`config.mk`:
```
export PLATFORM = sky130hd
export DESIGN_NAME = conv_encoder_k7
export DESIGN_NICKNAME = d
export VERILOG_FILES = /design/src/rtl/conv_encoder_k7.sv
export SDC_FILE = /design/constraint.sdc
export NUM_CORES = 1
export LEC_CHECK = 0
export ABC_CLOCK_PERIOD_IN_PS = 2900
export BUFFER_PORTS_ARGS = -buffer_cell sky130_fd_sc_hd__buf_4
export CAP_MARGIN = 10
export CELL_PAD_IN_SITES_DETAIL_PLACEMENT = 1
export CELL_PAD_IN_SITES_GLOBAL_PLACEMENT = 1
export CORE_UTILIZATION = 41
export DETAILED_ROUTE_END_ITERATION = 7
export PLACE_DENSITY = 0.85
export SYNTH_ARGS = -nofsm -noshare
export SYNTH_HDL_FRONTEND = slang
export SYNTH_SLANG_ARGS = --single-unit
```
`constraint.sdc`:
```
create_clock -name clk -period 2.9 [get_ports clk]
set_input_delay 0.29 -clock clk [delete_from_list [all_inputs] [get_ports clk]]
set_output_delay 0.29 -clock clk [all_outputs]
set_load 0.01 [all_outputs]
```
`src/rtl/conv_encoder_k7.sv`:
```
// Rate-1/2 feed-forward convolutional encoder with optional K-1 zero tail per frame.
// Single-entry registered output stage; in_ready is combinational from the output stage and FSM.
module conv_encoder_k7 #(
    parameter int unsigned  K       = 7,
    parameter logic [K-1:0] G0      = 7'o171,
    parameter logic [K-1:0] G1      = 7'o133,
    parameter bit           TAIL_EN = 1'b1
) (
    input  logic         clk,
    input  logic         rst,
    input  logic         in_valid,
    output logic         in_ready,
    input  logic         in_bit,
    input  logic         in_last,
    output logic         out_valid,
    input  logic         out_ready,
    output logic [1:0]   out_sym,
    output logic         out_last,
    output logic [K-2:0] enc_state,
    output logic         busy
);

    localparam int unsigned CW = (K > 2) ? $clog2(K - 1) : 1;

    typedef enum logic [1:0] {
        S_IDLE,
        S_DATA,
        S_TAIL
    } state_t;

    state_t        r_state;
    logic [K-2:0]  r_sr;
    logic [CW-1:0] r_tail_cnt;
    logic          r_out_valid;
    logic [1:0]    r_out_sym;
    logic          r_out_last;

    logic          w_adv;
    logic          w_accept;
    logic          w_bit;
    logic          w_term;
    logic [K-1:0]  w_win;
    logic [1:0]    w_sym;

    always_comb begin
        w_adv    = !r_out_valid || out_ready;
        in_ready = !rst && w_adv && (r_state != S_TAIL);
        w_accept = in_valid && in_ready;
        // Tail steps shift in zero; the data path only contributes on an accept.
        w_bit    = w_accept && in_bit;
        w_term   = !TAIL_EN && in_last;
        w_win    = {w_bit, r_sr};
        w_sym    = {^(w_win & G0), ^(w_win & G1)};
    end

    always_ff @(posedge clk) begin
        if (rst) begin
            r_state     <= S_IDLE;
            r_sr        <= '0;
            r_tail_cnt  <= '0;
            r_out_valid <= 1'b0;
            r_out_sym   <= '0;
            r_out_last  <= 1'b0;
        end else if (w_adv) begin
            if (w_accept) begin
                r_out_valid <= 1'b1;
                r_out_sym   <= w_sym;
                r_out_last  <= w_term;
                r_sr        <= w_term ? '0 : w_win[K-1:1];
                if (!in_last) begin
                    r_state <= S_DATA;
                end else if (TAIL_EN) begin
                    r_state    <= S_TAIL;
                    r_tail_cnt <= CW'(K - 2);
                end else begin
                    r_state <= S_IDLE;
                end
            end else if (r_state == S_TAIL) begin
                r_out_valid <= 1'b1;
                r_out_sym   <= w_sym;
                r_out_last  <= (r_tail_cnt == '0);
                r_sr        <= w_win[K-1:1];
                if (r_tail_cnt == '0) begin
                    r_state <= S_IDLE;
                end else begin
                    r_tail_cnt <= r_tail_cnt - 1'b1;
                end
            end else begin
                r_out_valid <= 1'b0;
            end
        end
    end

    assign out_valid = r_out_valid;
    assign out_sym   = r_out_sym;
    assign out_last  = r_out_last;
    assign enc_state = r_sr;
    assign busy      = (r_state != S_IDLE) || r_out_valid;

endmodule

```
==> qor.csv, run 1 <==
metric,value,unit
Area Overhead vs Synth,20.1,%
site row count,15,
"most common cell after layout, fill and taps aside",buf_4,
H-tree levels,1,
Avg WL per Cell,14.4,µm
CP Buf/Inv Count,1,
critical path peak fanout,11,
Total Power,0.460,mW
# IOs,18,
final worst-path cycle share,0.614,
Critical Path Source Type,register,
global-route usage over all layers,0.204,
First-pass DRT Iterations,4,
status,finished clean,
Clock transition at path regs,0.09,ns
largest net degree at the start of global routing,19,
Unique masters post-synth,32,
vias in the first global route,628,
drt total wl,1.86,mm
Die Span Y,45.8,µm
Tmin final,1.78,ns
Synth Area in Simple Gates,0.223,
final setup fails,0,
Fmax,562,MHz
total CTS buffers,3,
die area,0.00210,mm²
worst setup margin,1.12,ns
global-route wire length before repair,3.02,mm
Post-Syn Instances,88,
final net count,113,
Synth Area in Compound Gates,0.210,
Sink Count,15,
"Seq/Total Area, Yosys",0.382,
die width,45.8,µm
mean area per synthesized cell,8.93,µm²
Least-Margin Pin Slew,0.627,ns
CTS tree,done,
# hold bufs at CTS,0,
WP data required,2.61,ns
Final Wtd Congestion,0.791,
worst hold path type,in2reg,
Synth Flop Type,dfxtp_1,
Post-synth EDFFs,0,
Reg area,300,µm²
Worst path slowest cell,dfxtp_1,
post-synthesis mux area share,0.0637,
core area,0.00176,mm²
Slew headroom,0.582,
total gr overflow,0,
multi-input logic area,438,µm²
# diodes,0,
Yosys reg bits,15,
Setup TNS,0,ns
"CP delay by family, top",simple AND/OR/NAND/NOR gates,
port bufs,17,
Clock Skews,0.00611,ns
initial antenna violation count,0,
Critical Setup Path Class,reg2out,
Max VDD drop,0.000224,V
vias after detailed routing,710,
DRT antenna net count,0,
pwr/cell area,487,mW/mm²
Clock Latency Late Sink,0.29,ns
Max-Cap Viols,0,
CTS resizes,0,
mapped cell area,786,µm²
leak pwr,0.402,nW
crit-path cells,nand2b_1 > nand2_1 > nor2_1 > buf_4,
"worst slack, placed",1.09,ns
initial drt markers,8,
CP arrival,1.49,ns
DP HPWL,1.36,mm
Post-Synth XOR/XNOR Area,0.0287,
"commonest cells after routing, fill and taps aside","17 x buf_4, 15 x dfxtp_1, 10 x nor2_1, 7 x nand2_1",
# fillers,219,
Starting Density,0.445,
largest family of logic cells by synthesized area,simple AND/OR/NAND/NOR gates,
Slew Limit Fails,0,
post-CTS setup buffers,0,
unrepaired setup endpoints after global routing,no,
drt via density,5.50,
layout cell share with drive strength beyond 1,0.250,
Ys Warns,0,
clk buf depth,2,
Setup crit end kind,output pin,
Post-Syn Nets,96,
Max stage delay on crit path,0.41,ns
Post-synth ARST share,0,
clock root buffer,clkbuf_4,
adder-cell share of the synthesized area,0.0318,
Final Hold Viols,0,
DRC violations left,0,
## layer usage
layer / global-route usage / vias up / share of wire
met2: 0.286 / 13 / 0.45
li1: - / 354 / -
met3: 0.0278 / 4 / 0.038
met4: 0.100 / 0 / 0.013
met1: 0.302 / 339 / 0.50
met5: 0 / - / 0
## power by group
group,leakage (nW),total (mW),internal (mW),switching (mW)
logic,0.262,0.111,0.0483,0.0623
registers,0.122,0.229,0.219,0.0104
clock network,0.0177,0.120,0.0513,0.0687
## layout make-up
| type | instances | share of cell area |
|---|---|---|
| multi-input combinational | 63 | 0.464 |
| sequential | 15 | 0.318 |
| timing repair buffer | 17 | 0.135 |
| tap | 25 | 0.0332 |
| clock buffer | 3 | 0.0239 |
| inverter | 5 | 0.0199 |
| clock inverter | 1 | 0.00531 |
## cells by family after synthesis
family                   Yosys count
AO/OA/AOI/OAI                     22
multiplexers                       5
flip-flops                        15
XOR/XNOR                           1
adder cells (fa/ha/maj)            2
buffers and inverters             10
AND/OR/NAND/NOR                   33
## metrics by stage
step	util	cells	hold slack (ns)	instance area, µm²
2_1_floorplan	-	88	0.400	786
3_3_place_gp	0.519	125	0.469	916
3_5_place_dp	0.519	125	0.467	916
4_1_cts	0.535	129	0.221	943
5_1_grt	0.535	129	0.249	943
6_report	0.535	129	0.226	943
## synthesized netlist by cell type (2+ instances only)
| cell | count | area share |
|---|---|---|
| ha_1 | 2 | 0.032 |
| nand4_1 | 2 | 0.016 |
| a2111oi_2 | 2 | 0.038 |
| buf_2 | 2 | 0.013 |
| nor4_1 | 2 | 0.016 |
| dfxtp_1 | 15 | 0.38 |
| nand2b_1 | 3 | 0.024 |
| o21ai_0 | 3 | 0.019 |
| nor2_1 | 10 | 0.048 |
| a21oi_1 | 5 | 0.032 |
| mux2i_1 | 5 | 0.064 |
| nand2_1 | 7 | 0.033 |
| a311o_1 | 2 | 0.025 |
| a31oi_1 | 4 | 0.032 |
| nor2b_1 | 2 | 0.016 |
| inv_1 | 5 | 0.024 |
| buf_4 | 2 | 0.019 |
## registers in the layout, indices dropped and copies added (netlist names)
signal      count
enc_state       6
out_last        1
out_valid       1
out_sym         2
r_state         2
r_tail_cnt      3
## path summary, 6_finish.rpt
kind,from,to,slack [ns],depth (start not counted)
min reg2reg,r_tail_cnt[0],r_tail_cnt[0],0.49,1
min,in_last,r_state[0],0.23,2
max,r_state[0],in_ready,1.12,4
max reg2reg,r_state[0],out_sym[0],1.24,4
Note: power is estimated with default switching activity, not from simulation.
==> run 2: changes to the inputs <==
==> config.mk (replaced) <==
export PLATFORM = sky130hd
export DESIGN_NAME = conv_encoder_k7
export DESIGN_NICKNAME = d
export VERILOG_FILES = /design/src/rtl/conv_encoder_k7.sv
export SDC_FILE = /design/constraint.sdc
export NUM_CORES = 1
export LEC_CHECK = 0
export ABC_CLOCK_PERIOD_IN_PS = 1600
export BUFFER_PORTS_ARGS = -buffer_cell sky130_fd_sc_hd__buf_4
export CAP_MARGIN = 10
export CELL_PAD_IN_SITES_DETAIL_PLACEMENT = 1
export CELL_PAD_IN_SITES_GLOBAL_PLACEMENT = 1
export CORE_UTILIZATION = 34
export DETAILED_ROUTE_END_ITERATION = 7
export PLACE_DENSITY = 0.76
export SYNTH_ARGS = -nofsm -noshare
export SYNTH_HDL_FRONTEND = slang
export SYNTH_SLANG_ARGS = --single-unit
==> constraint.sdc (replaced) <==
create_clock -name clk -period 1.6 [get_ports clk]
set_input_delay 0.16 -clock clk [delete_from_list [all_inputs] [get_ports clk]]
set_output_delay 0.16 -clock clk [all_outputs]
set_load 0.01 [all_outputs]
==> run 2 against run 1 <==
Count of clock-buffer cells in the layout increased by 1. Worst hold slack worse by 0.14 ns. Design area up 9.4%. Utilization fell by 6.4 points. Sequential cell count unchanged. Sequential power up 82%. Non-clock buffer count is 7 higher. Power is 93% higher. Final cell count rose by 7.8%. Via count rose by 6.6%. Critical endpoint is now out_sym[1].
==> qor.csv, run 2 (synthesis results as in run 1) <==
metric,value,unit,change
Avg WL per Cell,14.9,µm,+3.5%
Setup crit end kind,register,,
Max-Cap Viols,0,,unchanged
Area after DPL,977,µm²,+6.7%
Max VDD drop,0.000531,V,+140%
Critical Setup Path Class,reg2reg,,
Starting Density,0.359,,-0.0867
core area,0.00219,mm²,+24%
site row count,17,,+2
Worst R2R Setup Slack,0.03,ns,-1.21 ns
worst hold path type,in2reg,,
die area,0.00251,mm²,+20%
Slew Limit Fails,0,,unchanged
Fmax,636,MHz,
switching pwr,0.275,mW,+94%
CTS tree,done,,
WP data required,1.84,ns,-0.77 ns
total CTS buffers,3,,unchanged
Clk pwr share,0.256,,-0.005
final net count,120,,+6.2%
Pint,0.611,mW,+92%
drt total wl,2.07,mm,+12%
Area Overhead vs Synth,31.4,%,
DRC violations left,0,,unchanged
clk buf depth,2,,unchanged
sequential power share,0.471,,-0.027
CP Buf/Inv Count,0,,-1
critical path peak fanout,4,,-7
fin util,0.471,,-0.0636
largest net degree at the start of global routing,12,,-7
Combinational Power Share,0.274,,+0.033
"commonest cells after routing, fill and taps aside","23 x buf_4, 13 x dfxtp_1, 10 x nor2_1, 7 x nand2_1",,
Final Hold Viols,0,,unchanged
First-pass DRT Iterations,4,,unchanged
"CP delay by family, top",compound AO/OA/AOI/OAI gates,,
switching share of power,0.310,,+0.00262
total gr overflow,0,,unchanged
DRT antenna net count,0,,unchanged
Sink Count,15,,unchanged
unrepaired setup endpoints after global routing,yes,,
CP arrival,1.82,ns,+0.33 ns
initial antenna violation count,0,,unchanged
Tmin final,1.57,ns,
Clock Latency Late Sink,0.29,ns,about the same
status,finished clean,,
DP HPWL,1.56,mm,+15%
global-route wire length before repair,3.51,mm,+16%
# diodes,0,,unchanged
port bufs,17,,unchanged
# IOs,18,,unchanged
Critical Path Source Type,register,,
drt via density,5.45,,-1.1%
Least-Margin Pin Slew,0.426,ns,-0.201 ns
clock root buffer,clkbuf_4,,
Clock Skews,0.00271,ns,-0.00340 ns
"most common cell after layout, fill and taps aside",buf_4,,
vias after detailed routing,757,,+6.6%
global-route usage over all layers,0.189,,-0.0146
Total Power,0.886,mW,+93%
final setup fails,0,,unchanged
Clock transition at path regs,0.09,ns,about the same
Slew headroom,0.716,,+0.134
design area,0.00103,mm²,+9.4%
crit-path cells,xnor3_2 > a31o_1 > a2111oi_2 > a311o_1,,
H-tree levels,1,,unchanged
final worst-path cycle share,0.983,,
max reg flops,6,,unchanged
leak pwr,0.446,nW,+11%
Die Span Y,50.1,µm,+9.4%
initial drt markers,6,,-2
Max stage delay on crit path,0.45,ns,+0.04 ns
Final Wtd Congestion,0.725,,-8.3%
vias in the first global route,798,,+27%
die width,50.1,µm,+9.4%
layout cell share with drive strength beyond 1,0.351,,+0.101
Worst path slowest cell,xnor3_2,,
# hold bufs at CTS,0,,unchanged
Hold Slack,0.0885,ns,-0.137 ns
pwr/cell area,858,mW/mm²,+76%
==> run 2: changes by cell type in the layout (fill, tap and decap cells not counted), sizes merged <==
cell    change
clkbuf      +1
clkinv      -1
buf         +7
==> run 2: power groups by stage <==
stage          combinational (mW)  sequential, mW  clock [mW]
2_1_floorplan               0.139           0.423           0
3_3_place_gp                0.222           0.423           0
3_5_place_dp                0.231           0.424           0
4_1_cts                     0.235           0.415       0.238
5_1_grt                     0.266           0.422       0.253
6_report                    0.243           0.417       0.226
==> run 2: metal layers <==
layer | track usage | wire [µm]
met5 | 0 | 0
met1 | 0.226 | 948
met2 | 0.320 | 1030
met3 | 0.0278 | 50
met4 | 0.100 | 47
==> run 2: final cells by class <==
class	instances	area, µm²
Inverter	5	18.8
Multi-Input combinational cell	63	457
Fill cell	260	1160
Sequential cell	15	303
Clock buffer	4	26.3
Timing Repair Buffer	24	193
Tap cell	28	35.0
==> run 2: what timing repair did <==
| action | CTS | global route |
|---|---|---|
| gates resized for setup | 1 | 7 |
| setup endpoints to repair | 2 | 5 |
| buffers inserted | 1 | 0 |
| pin swaps | 2 | 2 |
==> run 2: worst paths after layout <==
kind / from / endpoint / depth (start not counted)
min reg2reg: r_tail_cnt[0] / r_tail_cnt[0] / 1
max: enc_state[4] / out_sym[1] / 4
min: in_last / r_state[0] / 2
max reg2reg: enc_state[4] / out_sym[1] / 4
==> run 2: metrics by stage <==
stage,setup slack [ns],instances,TNS (ns)
detailed placement,-0.00664,134,-0.00664
global route,-0.0256,139,-0.0414
floorplan,0.0686,88,0
CTS,0.0134,139,0
finish,0.0272,139,0
global placement,0.0787,134,0
==> run 3: changes to the inputs <==
==> config.mk (replaced) <==
export PLATFORM = sky130hd
export DESIGN_NAME = conv_encoder_k7
export DESIGN_NICKNAME = d
export VERILOG_FILES = /design/src/rtl/conv_encoder_k7.sv
export SDC_FILE = /design/constraint.sdc
export NUM_CORES = 1
export LEC_CHECK = 0
export ABC_AREA = 1
export ABC_CLOCK_PERIOD_IN_PS = 1600
export CAP_MARGIN = 10
export CELL_PAD_IN_SITES_DETAIL_PLACEMENT = 1
export CELL_PAD_IN_SITES_GLOBAL_PLACEMENT = 1
export CORE_UTILIZATION = 38
export DETAILED_ROUTE_END_ITERATION = 7
export DONT_BUFFER_PORTS = 1
export PLACE_DENSITY = 0.75
export SYNTH_ARGS = -nofsm -noshare
export SYNTH_HDL_FRONTEND = slang
export SYNTH_SLANG_ARGS = --single-unit
==> run 3 against run 2 <==
Design area is 14% lower. Largest power group unchanged. Fmax increased by 8.2%. Sequential power grew 8.4%. Count of clock-buffer cells in the layout down 1. Clock skew grew 0.0031 ns. Largest cell class unchanged.
==> qor.csv, run 3 <==
metric,value,unit,change
Clock transition at path regs,0.10,ns,about the same
Max stage delay on crit path,0.46,ns,about the same
pwr/cell area,1030,mW/mm²,+20%
Hold Slack,0.00982,ns,-0.0787 ns
Fmax,688,MHz,+8.2%
post-synthesis mux area share,0,,-0.0637
Final Hold Viols,0,,unchanged
WP data required,1.80,ns,-0.04 ns
Least-Margin Pin Slew,0.265,ns,-0.160 ns
layout cell share with drive strength beyond 1,0.153,,-0.199
mapped cell area,851,µm²,+8.3%
Synth Flop Type,dfxtp_1,,
vias in the first global route,749,,-6.1%
# diodes,0,,unchanged
Total Power,0.910,mW,+2.7%
Yosys top cell by area,dfxtp_1,,
Post-Synth XOR/XNOR Area,0.0309,,+0.00222
die width,49.3,µm,-1.5%
Max VDD drop,0.000452,V,-15%
Area Overhead vs Synth,3.97,%,
Max-Cap Viols,0,,unchanged
die area,0.00243,mm²,-3.0%
Ys Warns,0,,unchanged
Post-synth EDFFs,0,,unchanged
max reg flops,6,,unchanged
clk buf depth,2,,unchanged
Post-Syn Instances,116,,+32%
fin util,0.433,,-0.0379
"top cells by area, synth","dfxtp_1 35%, nor2_1 10%, nand2_1 8.8%",,
First-pass DRT Iterations,2,,-2
share of the synthesized area in the top cell type,0.353,,-0.0292
drt total wl,1.83,mm,-12%
drt via density,4.91,,-9.8%
Worst path slowest cell,dfxtp_1,,
CP Buf/Inv Count,2,,+2
"most common cell after layout, fill and taps aside",nor2_1,,
leak pwr,0.402,nW,-9.8%
vias after detailed routing,712,,-5.9%
CP arrival,1.65,ns,-0.17 ns
Commonest cells post-synth,"23 x nor2_1, 20 x nand2_1, 15 x dfxtp_1, 15 x inv_1, 6 x a21oi_1",,
adder-cell share of the synthesized area,0.0294,,-0.00244
Post-Syn Nets,124,,+29%
Clock Latency Late Sink,0.29,ns,about the same
crit-path cells,nand2_4 > nand2_1 > o21ai_1 > nand2_4 > clkinv_2 > nor2_1 > nor2_1 > nand2_1 > inv_1,,
initial drt markers,3,,-3
Unique masters post-synth,24,,-25%
unrepaired setup endpoints after global routing,no,,
DP HPWL,1.39,mm,-11%
"commonest cells after routing, fill and taps aside","23 x nor2_1, 20 x nand2_1, 15 x inv_1, 15 x dfxtp_1, 6 x a21oi_1",,
Slew Limit Fails,0,,unchanged
final setup fails,0,,unchanged
Critical Path Source Type,register,,
CTS tree,done,,
port bufs,0,,-17
Slew headroom,0.822,,+0.106
initial antenna violation count,0,,unchanged
H-tree levels,1,,unchanged
# IOs,18,,unchanged
status,finished clean,,
DRT antenna net count,0,,unchanged
Synth Area in Simple Gates,0.371,,+0.148
post-CTS setup buffers,0,,-1
mean area per synthesized cell,7.33,µm²,-18%
worst hold path type,in2reg,,
largest net degree at the start of global routing,13,,+1
Final Wtd Congestion,0.790,,+9.0%
most common cell in the netlist,nor2_1,,
Sink Count,15,,unchanged
Critical Setup Path Class,reg2reg,,
Tmin final,1.45,ns,-0.119 ns
clock root buffer,clkbuf_4,,
DRC violations left,0,,unchanged
total gr overflow,0,,unchanged
Avg WL per Cell,12.6,µm,-16%
core area,0.00204,mm²,-6.8%
Clock Skews,0.00583,ns,+0.00312 ns
"Seq/Total Area, Yosys",0.353,,-0.0292
Synth Area in Compound Gates,0.0868,,-0.123
global-route wire length before repair,3.29,mm,-6.1%
final net count,127,,+5.8%
site row count,16,,-1
total CTS buffers,3,,unchanged
Setup crit end kind,register,,
Die Span Y,49.3,µm,-1.5%
Yosys reg bits,15,,unchanged
Starting Density,0.417,,+0.0580
final worst-path cycle share,0.908,,-0.0747
Setup TNS,0,ns,unchanged
Post-synth ARST share,0,,unchanged
critical path peak fanout,12,,+8
global-route usage over all layers,0.182,,-0.00681
"CP delay by family, top",simple AND/OR/NAND/NOR gates,,
largest family of logic cells by synthesized area,simple AND/OR/NAND/NOR gates,,
## run 3: cell types whose count changed after synthesis, sizes merged, moves of 3 or more
cell	before	now
nand2	7	26
nor2	10	26
inv	5	16
nand3	0	6
mux2i	5	0
a31oi	4	0
o21ai	4	8
nand2b	3	0
xnor2	0	3
## run 3: routing by layer
layer,share of wire,track usage,routed length [µm]
met1,0.43,0.203,782
met2,0.50,0.306,911
met3,0.052,0.0530,95
met4,0.020,0.103,36
met5,0,0,0
## run 3: where the power goes
| part | internal, mW | leakage [nW] | switching (mW) | total, mW |
|---|---|---|---|---|
| registers | 0.408 | 0.123 | 0.0436 | 0.452 |
| clock network | 0.0930 | 0.0177 | 0.133 | 0.226 |
| logic | 0.0872 | 0.261 | 0.144 | 0.232 |
| total | 0.588 | 0.402 | 0.321 | 0.910 |
## run 3: cells by family after synthesis
kind of cell	Yosys count
simple gates	62
buf+inv	20
flops	15
compound gates	14
xor+xnor	3
fa+ha+maj	2
## run 3: worst register-to-register path, stage by stage (launching register included)
cell and delay [ns]:
dfxtp_1 0.46, nand2_4 0.14, nand2_1 0.09, o21ai_1 0.09
nand2_4 0.16, clkinv_2 0.17, nor2_1 0.12, nor2_1 0.05
nand2_1 0.06, inv_1 0.03
## run 3: repair_timing
action / CTS / global route
resized for setup: 0 / 1
hold endpoints to repair: 6 / 0
setup endpoints to repair: 0 / 2
hold buffers: 1 / 0
## run 3: final timing paths
kind	startpoint	to	slack, ns	cells past startpoint
worst max-delay path	out_valid	out_sym[1]	0.15	9
worst min-delay path	rst	out_sym[0]	0.01	3
worst max register to register	out_valid	out_sym[1]	0.15	9
worst min register to register	r_tail_cnt[0]	r_tail_cnt[0]	0.50	2
## run 3: per-stage QoR
step	cell area [µm²]	instances	setup slack (ns)
floorplan	851	116	0.354
global placement	842	140	0.181
detailed placement	842	140	0.0816
CTS	880	145	0.0639
global route	885	145	0.00324
finish	885	145	0.147
## run 3: area by class of cell
class                           count  area, µm²
Timing Repair Buffer                1       10.0
Inverter                           17       67.6
Tap cell                           27       33.8
Multi-Input combinational cell     81        445
Clock inverter                      1       5.00
Sequential cell                    15        300
Fill cell                         284       1160
Clock buffer                        3       22.5
